## config.mk

```make
export PLATFORM = sky130hd
export DESIGN_NAME = cpu_clk_step_ctrl
export DESIGN_NICKNAME = d
export VERILOG_FILES = /design/src/rtl/cpu_clk_pkg.sv /design/src/rtl/ce_divider.sv /design/src/rtl/cpu_clk_step_ctrl.sv
export SDC_FILE = /design/constraint.sdc
export NUM_CORES = 1
export LEC_CHECK = 0
export CAP_MARGIN = 25
export CORE_MARGIN = 1
export CORE_UTILIZATION = 40
export CTS_BUF_LIST = sky130_fd_sc_hd__clkbuf_2 sky130_fd_sc_hd__clkbuf_4 sky130_fd_sc_hd__clkbuf_8
export CTS_CLUSTER_DIAMETER = 80
export DETAILED_ROUTE_END_ITERATION = 10
export PLACE_DENSITY = 0.7
export SYNTH_ARGS = -nofsm -noshare
export SYNTH_HDL_FRONTEND = slang
export SYNTH_HIERARCHICAL = 1
export SYNTH_SLANG_ARGS = --single-unit
```

## constraint.sdc

```tcl
create_clock -name CLK_50M -period 3 [get_ports CLK_50M]
set_clock_uncertainty 0.2 [all_clocks]
set_input_delay 0.6 -clock CLK_50M [delete_from_list [all_inputs] [get_ports CLK_50M]]
set_output_delay 0.6 -clock CLK_50M [all_outputs]
set_load 0.01 [all_outputs]
```

## src/rtl/cpu_clk_pkg.sv

```systemverilog
// Shared state type and speed-code decode for the Z80 clock-enable / single-step controller.
package cpu_clk_pkg;

  typedef enum logic [1:0] {
    RUN,
    HALT,
    STEP_CLK,
    STEP_INSTR
  } step_state_t;

  localparam logic [2:0] SPEED_DEFAULT = 3'b001;

  // D is 5 bits wide because the slowest code (111) divides by 16.
  function automatic logic [4:0] div_of(input logic [2:0] code);
    logic [2:0] eff;
    eff = (code == 3'b000) ? SPEED_DEFAULT : code;
    return ({2'b00, eff} + 5'd1) << 1;
  endfunction

endpackage

```

## src/rtl/ce_divider.sv

```systemverilog
// Free-running period counter; flags the last cycle of each CPU clock period.
module ce_divider
  import cpu_clk_pkg::*;
(
  input  logic       CLK_50M,
  input  logic       RESET_N,
  input  logic [2:0] speed,
  output logic       boundary
);

  logic [3:0] cnt;
  logic [4:0] div;

  assign boundary = ({1'b0, cnt} == (div - 5'd1));

  // The new divide ratio is only taken at a boundary, so no period is ever cut short.
  always_ff @(posedge CLK_50M or negedge RESET_N) begin
    if (!RESET_N) begin
      cnt <= '0;
      div <= div_of(SPEED_DEFAULT);
    end else if (boundary) begin
      cnt <= '0;
      div <= div_of(speed);
    end else begin
      cnt <= cnt + 4'd1;
    end
  end

endmodule

```

## src/rtl/cpu_clk_step_ctrl.sv

```systemverilog
// CPU clock-enable generator with run / halt / single-clock / single-instruction stepping.
module cpu_clk_step_ctrl
  import cpu_clk_pkg::*;
#(
  parameter int TIMEOUT_W = 16
) (
  input  logic        CLK_50M,
  input  logic        RESET_N,
  input  logic [2:0]  speed,
  input  logic        step_mode,
  input  logic        step_btn,
  input  logic        step_unit,
  input  logic        m1_n,
  output logic        cpu_ce,
  output logic        halted,
  output logic        busy,
  output logic        timeout,
  output logic [15:0] step_count
);

  localparam logic [TIMEOUT_W:0] WD_LIMIT = {1'b1, {TIMEOUT_W{1'b0}}};
  localparam logic [TIMEOUT_W:0] WD_MIN   = (TIMEOUT_W + 1)'(2);

  step_state_t        state, state_next;
  logic               boundary;
  logic               btn_prev, btn_rise;
  logic               pending, pending_next;
  logic               ce_next, ce_d1, ce_d2;
  logic               m1_prev, m1_cur;
  logic               timeout_next, count_inc, step_start;
  logic [TIMEOUT_W:0] wd;

  ce_divider u_ce_divider (
    .CLK_50M  (CLK_50M),
    .RESET_N  (RESET_N),
    .speed    (speed),
    .boundary (boundary)
  );

  assign btn_rise = step_btn & ~btn_prev;
  assign halted   = (state == HALT);
  assign busy     = (state == STEP_CLK) || (state == STEP_INSTR);

  always_ff @(posedge CLK_50M or negedge RESET_N) begin
    if (!RESET_N) state <= RUN;
    else          state <= state_next;
  end

  // The boundary that accepts a step also issues its first ce, keeping press-to-ce within D+2.
  always_comb begin
    state_next   = state;
    ce_next      = 1'b0;
    pending_next = pending;
    timeout_next = timeout;
    count_inc    = 1'b0;
    step_start   = 1'b0;
    case (state)
      RUN: begin
        if (boundary) begin
          if (step_mode) state_next = HALT;
          else           ce_next    = 1'b1;
        end
      end
      HALT: begin
        if (btn_rise && !pending) pending_next = 1'b1;
        if (boundary) begin
          if (!step_mode) begin
            state_next   = RUN;
            pending_next = 1'b0;
          end else if (pending) begin
            pending_next = 1'b0;
            timeout_next = 1'b0;
            ce_next      = 1'b1;
            step_start   = 1'b1;
            state_next   = step_unit ? STEP_INSTR : STEP_CLK;
          end
        end
      end
      STEP_CLK: begin
        count_inc  = 1'b1;
        state_next = HALT;
      end
      STEP_INSTR: begin
        if (boundary) ce_next = 1'b1;
        // ce_d2 marks the cycle after an m1_n sample; D>=4 keeps it ahead of the next boundary.
        if (ce_d2) begin
          if (wd >= WD_MIN && m1_prev && !m1_cur) begin
            count_inc  = 1'b1;
            state_next = HALT;
          end else if (wd == WD_LIMIT) begin
            timeout_next = 1'b1;
            state_next   = HALT;
          end
        end
      end
      default: state_next = RUN;
    endcase
  end

  always_ff @(posedge CLK_50M or negedge RESET_N) begin
    if (!RESET_N) begin
      cpu_ce     <= 1'b0;
      ce_d1      <= 1'b0;
      ce_d2      <= 1'b0;
      btn_prev   <= 1'b1;
      pending    <= 1'b0;
      timeout    <= 1'b0;
      step_count <= '0;
      m1_prev    <= 1'b1;
      m1_cur     <= 1'b1;
      wd         <= '0;
    end else begin
      cpu_ce   <= ce_next;
      ce_d1    <= cpu_ce;
      ce_d2    <= ce_d1;
      btn_prev <= step_btn;
      pending  <= pending_next;
      timeout  <= timeout_next;
      if (count_inc) step_count <= step_count + 16'd1;
      // m1_n settles one cycle after the ce that clocked the CPU.
      if (ce_d1) begin
        m1_prev <= m1_cur;
        m1_cur  <= m1_n;
      end
      if (step_start)                         wd <= '0;
      else if (state == STEP_INSTR && ce_d1)  wd <= wd + 1'b1;
    end
  end

endmodule
```

==> results of run 1 <==
[power groups by stage]
| stage | clock network, mW | logic [mW] | registers (mW) |
|---|---|---|---|
| after floorplan | 0 | 0.462 | 0.974 |
| after global placement | 0 | 0.601 | 1.00 |
| after detailed placement | 0 | 0.620 | 1.00 |
| after CTS | 0.580 | 0.627 | 0.992 |
| after global routing | 0.610 | 0.694 | 1.02 |
| final | 0.561 | 0.617 | 0.993 |
[worst paths after layout]
check	to	start	cells after the start	slack [ps]
min in group CLK_50M	ce_d1	cpu_ce	0	200
hold / removal	wd[15]	RESET_N	1	60
setup reg to reg	wd[12]	u_ce_divider/div[2]	10	450
setup / recovery	wd[12]	u_ce_divider/div[2]	10	450
max in group asynchronous	u_ce_divider/div[2]	RESET_N	2	1880
hold reg to reg	ce_d1	cpu_ce	0	200
[sequential cells by signal, indices dropped and copies added (netlist names), 2 cells and up]
name,cells
step_count,16
u_ce_divider/div,4
state,2
u_ce_divider/cnt,4
wd,17
[cell type report]
class	count	share of cell area [%]
Timing Repair Buffer	33	10.2
Tap cell	75	3.07
Multi-Input combinational cell	177	39.1
Sequential cell	51	41.9
Clock inverter	3	2.21
Clock buffer	5	2.25
Inverter	10	1.23
[per-stage QoR]
stage | setup slack, ps | power [mW] | std cells | hold WS, ps | util [%]
after global placement | 545 | 1.61 | 346 | 188 | 48.2
after detailed placement | 444 | 1.62 | 346 | 183 | 48.2
after CTS | 426 | 2.20 | 354 | 68.2 | 50.4
after global routing | 257 | 2.32 | 354 | 75.3 | 50.4
final | 445 | 2.17 | 354 | 58.6 | 50.4
after floorplan | 374 | 1.44 | 246 | 104 | -
[kinds of logic after synthesis]
logic type	after synthesis	share of synthesized area [%]
AND/OR/NAND/NOR	100	21.3
flip-flops	51	50.0
XOR/XNOR	33	11.3
AO/OA/AOI/OAI	31	7.86
buffers and inverters	18	3.42
multiplexers	7	3.27
adder cells (fa/ha/maj)	6	2.93
[cells in the mapped netlist]
library cell  instances  area, um^2
or3_1                 6        37.5
dfstp_2               4         105
o2111ai_1             2        17.5
nor3_1                8        40.0
o21bai_1              1        7.51
nor2_1               22        82.6
and2b_4               1        10.0
and4_1                1        8.76
ha_1                  6        75.1
nor4b_2               2        30.0
a211oi_1              1        7.51
and3_1                7        43.8
nor3_4                1        16.3
buf_6                 1        11.3
o211ai_1              1        7.51
nor2b_1               2        12.5
nand4_1               6        37.5
xor2_1               24         210
nand3_1              15        75.1
mux2_2                3        33.8
buf_4                 2        15.0
o2111ai_4             1        26.3
nor4_1                5        31.3
a21oi_1              10        50.1
inv_1                10        37.5
a31oi_1               3        18.8
mux2_4                2        30.0
mux2i_1               2        20.0
a21boi_2              1        11.3
clkbuf_1              1        3.75
xnor2_1               9        78.8
nor3b_1               2        15.0
and2b_2               1        8.76
buf_2                 4        20.0
nand2b_1              1        6.26
nand2_1              18        67.6
and4b_1               1        10.0
o21ai_0              11        55.1
dfrtp_1              47        1180
nor3b_2               1        12.5
[critical path: cells and delay by family (launching register included)]
kind,cells,cell delay [ps]
AO/OA/AOI/OAI,1,170
XOR/XNOR,2,320
adder cells (fa/ha/maj),1,290
buffers and inverters,2,320
flip-flops,1,530
AND/OR/NAND/NOR,4,600
[metal layers]
metal  GRT usage, %  vias up  share of wire, %
li1               -      913                 -
met4           6.84        0               1.7
met5              0        -                 0
met1           20.1      898                47
met2           25.2       41                48
met3           3.67        8               3.5
==> impl_metrics.tcl, run 1 <==
set metrics [dict create \
    status "finished clean" \
    layout.area.seq_um2 1280 \
    synth_sequential_area_ratio_pct 50.0 \
    die_height_um 82.1 \
    power_density_nw_per_um2 710 \
    routedWlPerCell_um 13.0 \
    synth.ff_latch_count 51 \
    p_sw_share_pct 31.5 \
    setup.worst_path.start_class "flop" \
    grt_pass1_wl_um 7920 \
    clock_tree.htree_level_count 2 \
    most_frequent_cells_in_the_layout "dfrtp_1, clkdlybuf4s50_1, xor2_1, nor2_1, nand2_1" \
    cts_made_buffers 5 \
    groute.usage.overall_pct 15.7 \
    timing.final.hold_violations 0 \
    path_class "reg2reg" \
    tritoncts "done" \
    p_comb_share_pct 28.4 \
    post-cts-setup-buffers 0 \
    synth.net_count 261 \
    num_io_pins 29 \
    clk_path_buf_depth 2 \
    first_pass_iteration_count_of_the_detailed_router 4 \
    synth_warnings 6 \
    most_frequent_cp_cell "xor2_1" \
    static-leakage-power_nw 1.33 \
    drt_wl_total_um 4610 \
    timing.max_slew.rel_slack_pct 65.2 \
    ys_types 40 \
    fp.dieArea_um2 6730 \
    max_stage_delay_ps 530 \
    fillers 569 \
    post-route-min-period_ps 2550 \
    dpl_cell_area_um2 2920 \
    grt_setup_unrepaired "no" \
    setup_tns_ps 0 \
    worst_pin_slew_ps 522 \
    netSwitchingPower_uw 684 \
    detailedRoute.firstIterationViolations 91 \
    setup-violations-final 0 \
    pins_over_slew_limit 0 \
    synthToLayoutAreaGrowth_pct 19.2 \
    via_count 1860 \
    fp-row-count 28 \
    antenna_cells 0 \
    critPathRequiredTime_ps 2990 \
    io_buffer_count 28 \
    critical_path.max_fanout 22 \
    timing.max_cap.violations 0 \
    postCtsResizedCells 0 \
    ctsHoldBuffers 0 \
    crit_path_end_kind "flop" \
    multi_input_area_um2 1190 \
    final_common_cell "dfrtp_1" \
    post_route_design_area_um2 3060 \
    worst_ep_arrival_time_ps 2550 \
    power.share.sequential_pct 45.7 \
    grt_max_degree 24 \
    final_net_count 293 \
    post_drt_via_cell_ratio 5.25 \
    globalRoute.totalOverflow 0 \
    post_synth_inst_count 246 \
    drive_gt1_share_pct 11.1 \
    layout_worst_path_cycle_share_pct 85.2 \
    initial_core_util_pct 42.3 \
    achievable-frequency_mhz 391 \
    grt_antenna_before_repair 0 \
    drcViolationCount 0 \
    number_of_global_route_vias_before_repair 1757 \
    path_clk_slew_ps 100 \
    cts_root_buffer "clkbuf_8" \
    die_width_um 82.1 \
    post_synth.cell_area_avg_um2 10.4 \
    hold_class "in2async" \
    cells_along_the_critical_path "inv_1 -> ha_1 -> xor2_1 -> nand3_1 -> nor3_4 -> and4_1 -> buf_4 -> o2111ai_1 -> xor2_1 -> nor2_1" \
    place_congestion 0.758 \
    floorplan.core_area_um2 6060 \
    max_rail_drop_vdd_v 0.000384 \
    numClockSinks 51 \
    cellInternalPower_mw 1.49 \
    p_clk_share_pct 25.8 \
    critical-path-slowest-cell "dfstp_2" \
    final_antenna_net_count 0 \
    dp_hpwl_um 3350 \
    netlist_area_um2 2560 \
    worst_skew_pair.late_latency_ps 310 \
]
(Power assumes the default switching activity.)
==> inputs of run 2 (changes only) <==
CORE_ASPECT_RATIO = 1.1   (was not set)
==> impl_metrics.tcl, run 2 (synthesis gave the netlist of run 1 again) <==
set metrics [dict create \
    post-route-min-period_ps 2760 \
    tritoncts "done" \
    grt_setup_unrepaired "no" \
    final_common_cell "dfrtp_1" \
    static-leakage-power_nw 1.31 \
    worst_skew_pair.late_latency_ps 300 \
    clk_path_buf_depth 2 \
    cts_root_buffer "clkbuf_8" \
    clock_tree.htree_level_count 2 \
    critPathRequiredTime_ps 3020 \
    initial_core_util_pct 41.4 \
    first_pass_iteration_count_of_the_detailed_router 4 \
    path_delay_family "simple AND/OR/NAND/NOR gates" \
    timing.max_slew.rel_slack_pct 63.8 \
    max_rail_drop_vdd_v 0.000353 \
    worst_setup_slack_after_layout_ps 239 \
    endpoint "wd[15]" \
    path_class "reg2reg" \
    cts_made_buffers 5 \
    critical_path.max_fanout 10 \
    grt_pass1_wl_um 8300 \
    crit-reg2reg-launch "u_ce_divider/div[2]" \
    max_stage_delay_ps 540 \
    detailedRoute.firstIterationViolations 62 \
    layout_worst_path_cycle_share_pct 92.0 \
    synthToLayoutAreaGrowth_pct 18.0 \
    globalRoute.totalOverflow 0 \
    cp_num_cells 9 \
    worst_pin_slew_ps 543 \
    path_clk_slew_ps 100 \
    timing.final.hold_violations 0 \
    final_net_count 293 \
    power_density_nw_per_um2 670 \
    io_buffer_count 28 \
    cells_along_the_critical_path "inv_1 -> ha_1 -> xor2_1 -> nand3_1 -> nor3_4 -> and4_1 -> o2111ai_4 -> or3_1 -> a21oi_1" \
    numClockSinks 51 \
    largest_register_ffs 17 \
    drive_gt1_share_pct 11.1 \
    groute.usage.overall_pct 15.4 \
    post_drt_via_cell_ratio 5.16 \
    top_register "wd" \
    crit_path_end_kind "flop" \
    die_height_um 86.0 \
    fin_cells 359 \
    via_count 1851 \
    grt_antenna_before_repair 0 \
    worstSetupStartpoint "u_ce_divider/div[2]" \
    worst_ep_arrival_time_ps 2790 \
    worstReg2RegEnd "wd[15]" \
    pins_over_slew_limit 0 \
    floorplan.core_area_um2 6190 \
    hold_class "in2async" \
    numPlacedInstances 351 \
    postCtsResizedCells 0 \
    num_io_pins 29 \
    ctsHoldBuffers 0 \
    drcViolationCount 0 \
    reg_top3 "wd (17), step_count (16)" \
    fp-row-count 30 \
    grt_max_degree 28 \
    fp.dieArea_um2 6730 \
    drt_wl_total_um 4650 \
    setup_tns_ps 0 \
    final_antenna_net_count 0 \
    dp_hpwl_um 3470 \
    antenna_cells 0 \
    routedWlPerCell_um 13.0 \
    most_frequent_cells_in_the_layout "dfrtp_1, clkdlybuf4s50_1, xor2_1, nor2_1, nand2_1" \
    rr_worst_depth 9 \
    number_of_global_route_vias_before_repair 1886 \
    achievable-frequency_mhz 362 \
    timing.max_cap.violations 0 \
    register_to_register_path_setup_slack_ps 240 \
    critical-path-slowest-cell "dfstp_2" \
    hold_ws_ps 64.3 \
    status "finished clean" \
    post-cts-setup-buffers 0 \
    die_width_um 78.3 \
    dp_slack_ps 265 \
    setup.worst_path.start_class "flop" \
    cp.buffers_inverters 1 \
    place_congestion 0.779 \
    setup-violations-final 0 \
]
-- run 2: cell count changes in the layout (fill, tap and decap cells not counted) --
cell	previous run	this run
clkbuf_8	5	6
clkinv_4	0	1
bufinv_16	2	0
-- run 2: final cells by class --
cell class / instances / area [um^2]
clock buffer: 6 / 82.6
sequential: 51 / 1280
inverter: 10 / 37.5
clock inverter: 2 / 16.3
timing repair buffer: 33 / 313
tap: 80 / 100
multi-input combinational: 177 / 1190
fill: 599 / 3170
-- run 2: how the worst min path moves through the flow --
| stage | end | slack [ps] |
|---|---|---|
| after CTS | step_count[13] | 90 |
| after floorplan | ce_d1 | 100 |
| after global routing | step_count[13] | 110 |
| final | step_count[13] | 60 |
| after global placement | ce_d1 | 180 |
| after detailed placement | ce_d1 | 170 |
-- run 2: stage by stage --
stage | utilization (%) | power [mW] | instance area (um^2)
after floorplan | - | 1.44 | 2560
after global placement | 47.3 | 1.60 | 2930
after detailed placement | 47.3 | 1.63 | 2930
after CTS | 48.8 | 2.05 | 3030
after global routing | 48.8 | 2.16 | 3030
final | 48.8 | 2.03 | 3030
-- run 2: report_power, final --
group	switching (mW)	internal [mW]
sequential	0.158	0.838
clock	0.228	0.189
combinational	0.297	0.317
total	0.684	1.34
-- run 2: worst reg2reg max path: cells and delay by family, from the launching register on --
kind | cells | cell delay [ps]
compound gates | 2 | 360
xor+xnor | 1 | 170
fa+ha+maj | 1 | 290
buf+inv | 1 | 50
flops | 1 | 540
simple gates | 4 | 1080
-- run 2: metal layers --
| layer | track usage, % | part of all wire, % | wire [um] |
|---|---|---|---|
| met1 | 18.9 | 47 | 2210 |
| met3 | 2.34 | 2.1 | 96 |
| met5 | 0 | 0 | 0 |
| met2 | 27.4 | 49 | 2300 |
| met4 | 5.22 | 0.99 | 46 |
